$ cat config.mk
export PLATFORM = sky130hd
export DESIGN_NAME = axi_burst_beat_gen_flat
export DESIGN_NICKNAME = d
export VERILOG_FILES = /design/src/rtl/axi_burst_beat_gen_pkg.sv /design/src/rtl/axi_burst_beat_gen_if.sv /design/src/rtl/axi_burst_beat_gen_cmd_fifo.sv /design/src/rtl/axi_burst_beat_gen.sv /design/src/flat_wrapper.sv
export SDC_FILE = /design/constraint.sdc
export NUM_CORES = 1
export LEC_CHECK = 0
export ABC_AREA = 1
export ABC_CLOCK_PERIOD_IN_PS = 6400
export BUFFER_PORTS_ARGS = -buffer_cell sky130_fd_sc_hd__buf_2
export CAP_MARGIN = 20
export CORE_AREA = 2 2 258 260
export CTS_CLUSTER_DIAMETER = 50
export DETAILED_ROUTE_END_ITERATION = 8
export DIE_AREA = 0 0 260 262
export GPL_ROUTABILITY_DRIVEN = 0
export HOLD_SLACK_MARGIN = 0.1
export PLACE_DENSITY = 0.49
export RECOVER_POWER = 50
export SYNTH_ARGS = -nofsm -noshare
export SYNTH_HDL_FRONTEND = slang
export SYNTH_HIERARCHICAL = 1
export SYNTH_SLANG_ARGS = --single-unit
$ cat constraint.sdc
create_clock -name ACLK -period 6.4 [get_ports ACLK]
set_input_delay 0.64 -clock ACLK [delete_from_list [all_inputs] [get_ports ACLK]]
set_output_delay 0.64 -clock ACLK [all_outputs]
set_load 0.05 [all_outputs]
$ cat src/rtl/axi_burst_beat_gen_pkg.sv
// Shared types and address/legality helpers for the AXI burst beat generator.
// Optional feature macro: AXI_BURST_4K_CHECK_EN (INCR bursts crossing a 4 KB page are flagged).
package axi_burst_pkg;

  localparam int PAGE_BYTES = 4096;
  localparam int PAGE_SHIFT = $clog2(PAGE_BYTES);
  localparam int CMD_ADDR_W = 32;
  localparam int CMD_ID_W   = 4;

  typedef enum logic [1:0] {
    BURST_FIXED = 2'b00,
    BURST_INCR  = 2'b01,
    BURST_WRAP  = 2'b10,
    BURST_RSVD  = 2'b11
  } burst_t;

  typedef enum logic {
    ST_IDLE  = 1'b0,
    ST_BURST = 1'b1
  } beat_state_t;

  typedef struct packed {
    logic [CMD_ID_W-1:0]   id;
    logic [CMD_ADDR_W-1:0] addr;
    logic [7:0]            len;
    logic [2:0]            size;
    burst_t                burst;
    logic                  err;
  } burst_cmd_t;

  function automatic logic [63:0] size_mask(input logic [2:0] size);
    return (64'd1 << size) - 64'd1;
  endfunction

  function automatic logic cmd_is_illegal(
    input logic [63:0] addr,
    input logic [7:0]  len,
    input logic [2:0]  size,
    input burst_t      burst,
    input logic [2:0]  max_size
  );
    logic size_bad;
    logic rsvd_bad;
    logic wrap_len_bad;
    logic wrap_align_bad;
    logic page_bad;
`ifdef AXI_BURST_4K_CHECK_EN
    logic [63:0] last_byte;
`endif
    size_bad       = (size > max_size);
    rsvd_bad       = (burst == BURST_RSVD);
    wrap_len_bad   = (burst == BURST_WRAP) &&
                     !(len inside {8'd1, 8'd3, 8'd7, 8'd15});
    wrap_align_bad = (burst == BURST_WRAP) && ((addr & size_mask(size)) != 64'd0);
`ifdef AXI_BURST_4K_CHECK_EN
    last_byte = (addr & ~size_mask(size)) + (({56'd0, len} + 64'd1) << size) - 64'd1;
    page_bad  = (burst == BURST_INCR) && ((last_byte >> PAGE_SHIFT) != (addr >> PAGE_SHIFT));
`else
    page_bad  = 1'b0;
`endif
    return size_bad | rsvd_bad | wrap_len_bad | wrap_align_bad | page_bad;
  endfunction

  // Illegal bursts fall back to INCR stepping so the consumer still sees sane addresses.
  function automatic logic [63:0] next_beat_addr(
    input logic [63:0] start,
    input logic [63:0] cur,
    input logic [7:0]  len,
    input logic [2:0]  size,
    input burst_t      burst,
    input logic        err
  );
    logic [63:0] bytes;
    logic [63:0] wb;
    logic [63:0] lower;
    logic [63:0] nxt;
    bytes = 64'd1 << size;
    wb    = ({56'd0, len} + 64'd1) << size;
    lower = start & ~(wb - 64'd1);
    if (err || (burst == BURST_INCR)) begin
      nxt = (cur & ~(bytes - 64'd1)) + bytes;
    end else if (burst == BURST_FIXED) begin
      nxt = cur;
    end else begin
      nxt = lower + ((cur + bytes - lower) & (wb - 64'd1));
    end
    return nxt;
  endfunction

endpackage

$ cat src/rtl/axi_burst_beat_gen_if.sv
// Command and beat handshake bundle of the AXI burst beat generator.
// master = command producer / beat consumer, slave = the generator.
interface axi_burst_beat_gen_if #(
  parameter int ADDR_WIDTH = 32,
  parameter int ID_WIDTH   = 4
);
  logic                  cmd_valid;
  logic                  cmd_ready;
  logic [ID_WIDTH-1:0]   cmd_id;
  logic [ADDR_WIDTH-1:0] cmd_addr;
  logic [7:0]            cmd_len;
  logic [2:0]            cmd_size;
  logic [1:0]            cmd_burst;

  logic                  beat_valid;
  logic                  beat_ready;
  logic [ID_WIDTH-1:0]   beat_id;
  logic [ADDR_WIDTH-1:0] beat_addr;
  logic [7:0]            beat_idx;
  logic                  beat_last;
  logic                  beat_err;

  modport master (
    output cmd_valid, cmd_id, cmd_addr, cmd_len, cmd_size, cmd_burst, beat_ready,
    input  cmd_ready, beat_valid, beat_id, beat_addr, beat_idx, beat_last, beat_err
  );

  modport slave (
    input  cmd_valid, cmd_id, cmd_addr, cmd_len, cmd_size, cmd_burst, beat_ready,
    output cmd_ready, beat_valid, beat_id, beat_addr, beat_idx, beat_last, beat_err
  );
endinterface

$ cat src/rtl/axi_burst_beat_gen_cmd_fifo.sv
// Synchronous command queue with combinational head read; push is refused when full.
module axi_burst_cmd_fifo
  import axi_burst_pkg::*;
#(
  parameter type T     = burst_cmd_t,
  parameter int  DEPTH = 4,
  localparam int CW    = $clog2(DEPTH) + 1
) (
  input  logic          i_clk,
  input  logic          i_rst,
  input  logic          i_push,
  input  T              i_din,
  input  logic          i_pop,
  output T              o_dout,
  output logic          o_full,
  output logic          o_empty,
  output logic [CW-1:0] o_count
);

  localparam int PW = $clog2(DEPTH);

  T              r_mem [DEPTH];
  logic [PW-1:0] r_wr_ptr;
  logic [PW-1:0] r_rd_ptr;
  logic [CW-1:0] r_count;
  logic          w_do_push;
  logic          w_do_pop;

  assign o_full    = (r_count == CW'(DEPTH));
  assign o_empty   = (r_count == '0);
  assign o_count   = r_count;
  assign o_dout    = r_mem[r_rd_ptr];
  assign w_do_push = i_push && !o_full;
  assign w_do_pop  = i_pop && !o_empty;

  // Storage write; contents need no reset since pointers gate visibility.
  always_ff @(posedge i_clk) begin
    if (w_do_push) begin
      r_mem[r_wr_ptr] <= i_din;
    end
  end

  always_ff @(posedge i_clk) begin
    if (i_rst) begin
      r_wr_ptr <= '0;
      r_rd_ptr <= '0;
      r_count  <= '0;
    end else begin
      if (w_do_push) begin
        r_wr_ptr <= r_wr_ptr + PW'(1);
      end
      if (w_do_pop) begin
        r_rd_ptr <= r_rd_ptr + PW'(1);
      end
      case ({w_do_push, w_do_pop})
        2'b10:   r_count <= r_count + CW'(1);
        2'b01:   r_count <= r_count - CW'(1);
        default: r_count <= r_count;
      endcase
    end
  end

endmodule

$ cat src/rtl/axi_burst_beat_gen.sv
// AXI4 burst sequencer: queues burst commands and emits one address/index/last record per beat.
// Optional feature macro: AXI_BURST_4K_CHECK_EN (handled inside axi_burst_pkg::cmd_is_illegal).
module axi_burst_beat_gen
  import axi_burst_pkg::*;
#(
  parameter int ADDR_WIDTH = 32,
  parameter int DATA_WIDTH = 32,
  parameter int ID_WIDTH   = 4,
  parameter int CMD_DEPTH  = 4
) (
  input logic                 ACLK,
  input logic                 ARESET,
  axi_burst_beat_gen_if.slave bus
);

  localparam logic [2:0] MAX_SIZE = 3'($clog2(DATA_WIDTH / 8));
  localparam int         CW       = $clog2(CMD_DEPTH) + 1;

  typedef struct packed {
    logic [ID_WIDTH-1:0]   id;
    logic [ADDR_WIDTH-1:0] addr;
    logic [7:0]            len;
    logic [2:0]            size;
    burst_t                burst;
    logic                  err;
  } cmd_t;

  cmd_t                  w_push_cmd;
  cmd_t                  w_head;
  logic                  w_push;
  logic                  w_pop;
  logic                  w_full;
  logic                  w_empty;
  logic [CW-1:0]         w_count;
  logic                  w_hs;

  beat_state_t           r_state;
  logic                  r_q_seen;
  logic                  r_valid;
  logic                  r_last;
  logic                  r_err;
  logic [ID_WIDTH-1:0]   r_id;
  logic [ADDR_WIDTH-1:0] r_addr;
  logic [ADDR_WIDTH-1:0] r_start;
  logic [7:0]            r_idx;
  logic [7:0]            r_len;
  logic [2:0]            r_size;
  burst_t                r_burst;

  assign bus.cmd_ready = !w_full && !ARESET;
  assign w_push        = bus.cmd_valid && bus.cmd_ready;
  assign w_hs          = r_valid && bus.beat_ready;

  // Legality is resolved once at push and travels with the command.
  always_comb begin
    w_push_cmd.id    = bus.cmd_id;
    w_push_cmd.addr  = bus.cmd_addr;
    w_push_cmd.len   = bus.cmd_len;
    w_push_cmd.size  = bus.cmd_size;
    w_push_cmd.burst = burst_t'(bus.cmd_burst);
    w_push_cmd.err   = cmd_is_illegal(64'(bus.cmd_addr), bus.cmd_len, bus.cmd_size,
                                      burst_t'(bus.cmd_burst), MAX_SIZE);
  end

  axi_burst_cmd_fifo #(
    .T     (cmd_t),
    .DEPTH (CMD_DEPTH)
  ) u_cmd_fifo (
    .i_clk   (ACLK),
    .i_rst   (ARESET),
    .i_push  (w_push),
    .i_din   (w_push_cmd),
    .i_pop   (w_pop),
    .o_dout  (w_head),
    .o_full  (w_full),
    .o_empty (w_empty),
    .o_count (w_count)
  );

  // IDLE sees occupancy one edge late, giving a two-edge accept-to-beat latency.
  always_comb begin
    w_pop = 1'b0;
    case (r_state)
      ST_IDLE:  w_pop = r_q_seen && !w_empty;
      ST_BURST: w_pop = w_hs && r_last && !w_empty;
      default:  w_pop = 1'b0;
    endcase
  end

  always_ff @(posedge ACLK) begin
    if (ARESET) begin
      r_state  <= ST_IDLE;
      r_q_seen <= 1'b0;
      r_valid  <= 1'b0;
      r_last   <= 1'b0;
      r_err    <= 1'b0;
      r_id     <= '0;
      r_addr   <= '0;
      r_start  <= '0;
      r_idx    <= 8'd0;
      r_len    <= 8'd0;
      r_size   <= 3'd0;
      r_burst  <= BURST_FIXED;
    end else begin
      r_q_seen <= (w_count != '0);
      if (w_pop) begin
        r_state <= ST_BURST;
        r_valid <= 1'b1;
        r_id    <= w_head.id;
        r_addr  <= w_head.addr;
        r_start <= w_head.addr;
        r_idx   <= 8'd0;
        r_len   <= w_head.len;
        r_last  <= (w_head.len == 8'd0);
        r_size  <= w_head.size;
        r_burst <= w_head.burst;
        r_err   <= w_head.err;
      end else begin
        case (r_state)
          ST_BURST: begin
            if (w_hs && !r_last) begin
              r_idx  <= r_idx + 8'd1;
              r_last <= ((r_idx + 8'd1) == r_len);
              r_addr <= ADDR_WIDTH'(next_beat_addr(64'(r_start), 64'(r_addr), r_len,
                                                   r_size, r_burst, r_err));
            end else if (w_hs) begin
              r_valid <= 1'b0;
              r_state <= ST_IDLE;
            end else begin
              r_valid <= r_valid;
            end
          end
          ST_IDLE:  r_valid <= 1'b0;
          default:  r_state <= ST_IDLE;
        endcase
      end
    end
  end

  assign bus.beat_valid = r_valid;
  assign bus.beat_id    = r_id;
  assign bus.beat_addr  = r_addr;
  assign bus.beat_idx   = r_idx;
  assign bus.beat_last  = r_last;
  assign bus.beat_err   = r_err;

endmodule

$ cat src/flat_wrapper.sv
// flat-port wrapper written by rule: the top's interface ports become plain ports
module axi_burst_beat_gen_flat import axi_burst_pkg::*;
#(
  parameter int ADDR_WIDTH = 32,
  parameter int DATA_WIDTH = 32,
  parameter int ID_WIDTH   = 4,
  parameter int CMD_DEPTH  = 4
)
  (ACLK, ARESET, bus_cmd_valid, bus_cmd_id, bus_cmd_addr, bus_cmd_len, bus_cmd_size, bus_cmd_burst, bus_beat_ready, bus_cmd_ready, bus_beat_valid, bus_beat_id, bus_beat_addr, bus_beat_idx, bus_beat_last, bus_beat_err);
  axi_burst_beat_gen_if #(.ADDR_WIDTH(ADDR_WIDTH), .ID_WIDTH(ID_WIDTH)) bus_i ();
  input logic ACLK;
  input logic ARESET;
  input wire logic [$bits(bus_i.cmd_valid)-1:0] bus_cmd_valid;
  input wire logic [$bits(bus_i.cmd_id)-1:0] bus_cmd_id;
  input wire logic [$bits(bus_i.cmd_addr)-1:0] bus_cmd_addr;
  input wire logic [$bits(bus_i.cmd_len)-1:0] bus_cmd_len;
  input wire logic [$bits(bus_i.cmd_size)-1:0] bus_cmd_size;
  input wire logic [$bits(bus_i.cmd_burst)-1:0] bus_cmd_burst;
  input wire logic [$bits(bus_i.beat_ready)-1:0] bus_beat_ready;
  output wire logic [$bits(bus_i.cmd_ready)-1:0] bus_cmd_ready;
  output wire logic [$bits(bus_i.beat_valid)-1:0] bus_beat_valid;
  output wire logic [$bits(bus_i.beat_id)-1:0] bus_beat_id;
  output wire logic [$bits(bus_i.beat_addr)-1:0] bus_beat_addr;
  output wire logic [$bits(bus_i.beat_idx)-1:0] bus_beat_idx;
  output wire logic [$bits(bus_i.beat_last)-1:0] bus_beat_last;
  output wire logic [$bits(bus_i.beat_err)-1:0] bus_beat_err;
  assign bus_i.cmd_valid = bus_cmd_valid;
  assign bus_i.cmd_id = bus_cmd_id;
  assign bus_i.cmd_addr = bus_cmd_addr;
  assign bus_i.cmd_len = bus_cmd_len;
  assign bus_i.cmd_size = bus_cmd_size;
  assign bus_i.cmd_burst = bus_cmd_burst;
  assign bus_i.beat_ready = bus_beat_ready;
  assign bus_cmd_ready = bus_i.cmd_ready;
  assign bus_beat_valid = bus_i.beat_valid;
  assign bus_beat_id = bus_i.beat_id;
  assign bus_beat_addr = bus_i.beat_addr;
  assign bus_beat_idx = bus_i.beat_idx;
  assign bus_beat_last = bus_i.beat_last;
  assign bus_beat_err = bus_i.beat_err;
  axi_burst_beat_gen #(.ADDR_WIDTH(ADDR_WIDTH), .DATA_WIDTH(DATA_WIDTH), .ID_WIDTH(ID_WIDTH), .CMD_DEPTH(CMD_DEPTH)) u_core (.ACLK(ACLK), .ARESET(ARESET), .bus(bus_i));
endmodule
==> qor.yml <==
outcome:
  run_status: "finished, violations left"
  violations: "max-capacitance violations, max-slew violations"
critical_path:
  path_class: "reg -> reg"
  worst_path_largest_cell_delay_ps: 370
  critPathArrivalTime_ps: 6610
  crit_path_start_kind: "flip-flop"
  crit_path_top_delay_cell: "ha_1"
  crit_fanout: 4
  cp_capture_type: "flip-flop"
  crit_top_cell: "nand2_1"
  critPathRequiredTime_ps: 6900
synthesis:
  ys.flop_type: "edfxtp_1"
  combinational_family_with_the_most_area_after_synthesis: "simple AND/OR/NAND/NOR gates"
  synthSimpleGateAreaFrac_pct: 22.66
  synth_compound_gate_area_share_pct: 16.03
  synthAdderAreaFrac_pct: 7.656
  synth_cells: 2350
  yosys_warnings: 6
  synthArstFlopShare_pct: 0
  yosys.area_share.xor_xnor_pct: 2.517
  mappedNetlistArea_um2: 18790
  muxShareOfSynthArea_pct: 0
  synth-edff-count: 200
  syn_avg_cell_area_um2: 7.997
  syn-num-nets: 2512
  unique_cell_type_count_in_the_yosys_netlist: 62
  synth_seq_cells: 303
  yosysSeqAreaShare_pct: 42.93
place:
  dp.cells: 3285
  numPortBuffers: 100
  place.detailed.hpwl_mm: 45.60
route:
  avgViaCountPerCell: 5.029
  dr.max_layer_used: "met5"
  routed-wl-met2_mm: 28.95
  final_antenna_net_count: 0
  detailedRoute.firstPassIterationCount: 6
  drt_iter0_markers: 1356
  avgRoutedWirePerCell_um: 18.67
  metal3_wl_mm: 3.837
  route.layer.met1.wl_mm: 28.57
  drc_errors: 0
  detail_route.wirelength_mm: 62.83
  num_vias: 16920
clock_tree:
  maximum_buffer_depth_of_the_clock_tree: 3
  clock_tree.htree_level_count: 2
  clock_tree.root_cell: "clkbuf_16"
  number_of_buffers_created_by_cts: 40
  clk_pin_slew_ps: 60
  tritoncts_num_sinks: 303
  clock_latency_ps: 570
  cts_tree: "built"
  post_cts_hold_buffer_count: 0
timing:
  rsz0062_at_grt: "yes"
  drv_slew: 87
  final_critical_period_ps: 6117
  setup_total_negative_slack_ps: 0
  timing.fmax_mhz: 163.5
  timing.final.setup_violations: 0
  post_route_clock_period_utilization_pct: 95.58
  relSlewSlack_pct: -84.58
  timing_worst_slew_pin_value_ps: 2769
  final_hold_viol_count: 0
  post_route_clock_skew_ps: 16.20
power:
  power-per-cell-area_nw_per_um2: 320.4
  ir_worst_vdd_mv: 0.1607
  total_power_mw: 6.991
  static_leakage_nw: 8.595
global_routing:
  first_global_vias: 16070
  global_routing_usage_summed_across_all_routing_layers_pct: 18.01
  grt_antenna_before_repair: 3
  maximum_number_of_pins_on_one_net_before_global_route_repair: 101
  grt_overflow: 0
  grt_first_pass_wirelength_mm: 94.41
final_layout:
  seq_area_um2: 8080
  multiInputGateArea_um2: 9549
  num-fill-cells: 6875
  area_growth_syn_to_layout_pct: 16.12
  layout-drive-gt1-share_pct: 10.44
  fin_cells: 3365
  fin_nets: 2631
  n_antenna_cell: 0
floorplanning:
  die_width_um: 260
  boundaryPins: 101
  num_rows: 94
  floorplan.core_area_um2: 65280
  design.die.area_um2: 68120
  die_height_um: 262
  initial_utilization_pct: 28.79
worst_hold_path:
  hold_path.class: "in -> reg"
run:
  max_cap_viol_count: 2
-- worst max-delay path: cells and delay by family, from the launching register on --
kind                       cells  cell delay (ps)
AOI/OAI and AO/OA              7             1080
adders and majority gates      4             1080
buffers and inverters          4              490
DFF                            1              350
and+or+nand+nor               25             3060
-- synthesized netlist by cell type, types with 8 or more instances --
cell type / count / area (um^2)
fa_1: 10 / 200.2
o21ai_1: 78 / 390.4
nor2_2: 20 / 125.1
ha_1: 99 / 1239
o22ai_1: 57 / 356.6
buf_2: 15 / 75.07
nand4_1: 20 / 125.1
clkbuf_1: 36 / 135.1
xnor2_1: 19 / 166.4
o21ai_0: 182 / 910.9
a21oi_1: 163 / 815.8
buf_4: 9 / 67.56
nand2_2: 11 / 68.82
inv_2: 14 / 52.55
edfxtp_1: 200 / 6006
o211ai_1: 8 / 60.06
xor2_1: 35 / 306.5
nand3_1: 136 / 680.7
nand3_2: 8 / 80.08
nor2_1: 300 / 1126
nor4_1: 10 / 62.56
o21bai_1: 9 / 67.56
nor3_1: 25 / 125.1
nand2_1: 438 / 1644
dfxtp_1: 103 / 2062
inv_1: 245 / 919.6
a31oi_1: 21 / 131.4
-- metal layers --
metal | vias to the layer above | GRT usage, %
met5 | - | 0
met4 | 6 | 4.709
met3 | 90 | 2.681
met2 | 522 | 29.78
met1 | 8057 | 24.59
li1 | 8246 | -
-- state kept, by name, indices dropped and copies added (netlist names), named ones only --
name	count
u_core/bus.beat_idx	8
u_core/r_q_seen	1
u_core/r_state	1
u_core/bus.beat_addr	32
u_core/r_size	3
u_core/u_cmd_fifo/r_mem	200
u_core/bus.beat_last	1
u_core/r_start	32
u_core/u_cmd_fifo/o_count	3
u_core/u_cmd_fifo/r_rd_ptr	2
u_core/r_len	8
u_core/u_cmd_fifo/r_wr_ptr	2
u_core/bus.beat_id	4
u_core/bus.beat_valid	1
u_core/bus.beat_err	1
u_core/r_burst	2
-- layout by cell type, fill, tap and decap left out, types with 21 or more instances in the layout --
master / netlist / layout
dfxtp_1: 103 / 95
xor2_1: 35 / 33
ha_1: 99 / 89
nand2_1: 438 / 434
buf_4: 9 / 52
o21ai_0: 182 / 182
clkbuf_16: 0 / 41
nand3_1: 136 / 133
o21ai_1: 78 / 75
edfxtp_1: 200 / 200
a21oi_1: 163 / 151
nor3_1: 25 / 21
nor2_1: 300 / 282
inv_1: 245 / 244
clkbuf_1: 36 / 110
nor2_2: 20 / 31
o22ai_1: 57 / 57
-- cells by family (layout without fill, tap and decap cells) --
family                   count (synthesis)  in the layout
AO/OA/AOI/OAI                          553            553
XOR/XNOR                                54             54
adder cells (fa/ha/maj)                109            109
buffers and inverters                  341            492
flip-flops                             303            303
AND/OR/NAND/NOR                        990            990
-- path summary, 6_finish.rpt --
path | start | end | slack, ps | depth (start not counted)
setup / recovery | u_core/r_len[0] | u_core/bus.beat_addr[31] | 280 | 40
hold / removal | bus_cmd_addr[19] | u_core/u_cmd_fifo/r_mem[1][33] | 340 | 1
setup reg to reg | u_core/r_len[0] | u_core/bus.beat_addr[31] | 280 | 40
hold reg to reg | u_core/r_start[11] | u_core/r_start[11] | 460 | 2
-- power breakdown --
| part | internal (mW) | switching [mW] | leakage, nW |
|---|---|---|---|
| Clock | 1.33 | 0.880 | 0.633 |
| Combinational | 0.876 | 1.67 | 5.31 |
| Sequential | 2.17 | 0.0694 | 2.65 |
| Total | 4.37 | 2.62 | 8.59 |
-- layout make-up --
cell class / instances / share of cell area [%]
clock buffers: 57 / 5.206
clock inverters: 17 / 0.8715
inverters: 264 / 4.621
multi-input cells: 1706 / 43.76
flip-flops and latches: 303 / 37.03
well taps: 864 / 4.954
repair buffers: 154 / 3.561
-- timing repair --
item | 4_1_cts | 5_1_grt
pin swaps | 4 | 10
gates resized for setup | 9 | 82
endpoints found under the setup margin | 5 | 21
setup buffers | 2 | 4
-- through the flow --
step | worst slack [ps] | instance area, um^2 | hold WS, ps | util [%]
2_1_floorplan | 903.4 | 18790 | 418.7 | -
3_3_place_gp | -221.6 | 20240 | 448.1 | 31.01
3_5_place_dp | -281.4 | 20240 | 454.0 | 31.01
4_1_cts | 8.060 | 21620 | 253.9 | 33.12
5_1_grt | -40.17 | 21820 | 323.0 | 33.43
6_report | 282.9 | 21820 | 335.6 | 33.43
(Power assumes the default switching activity.)
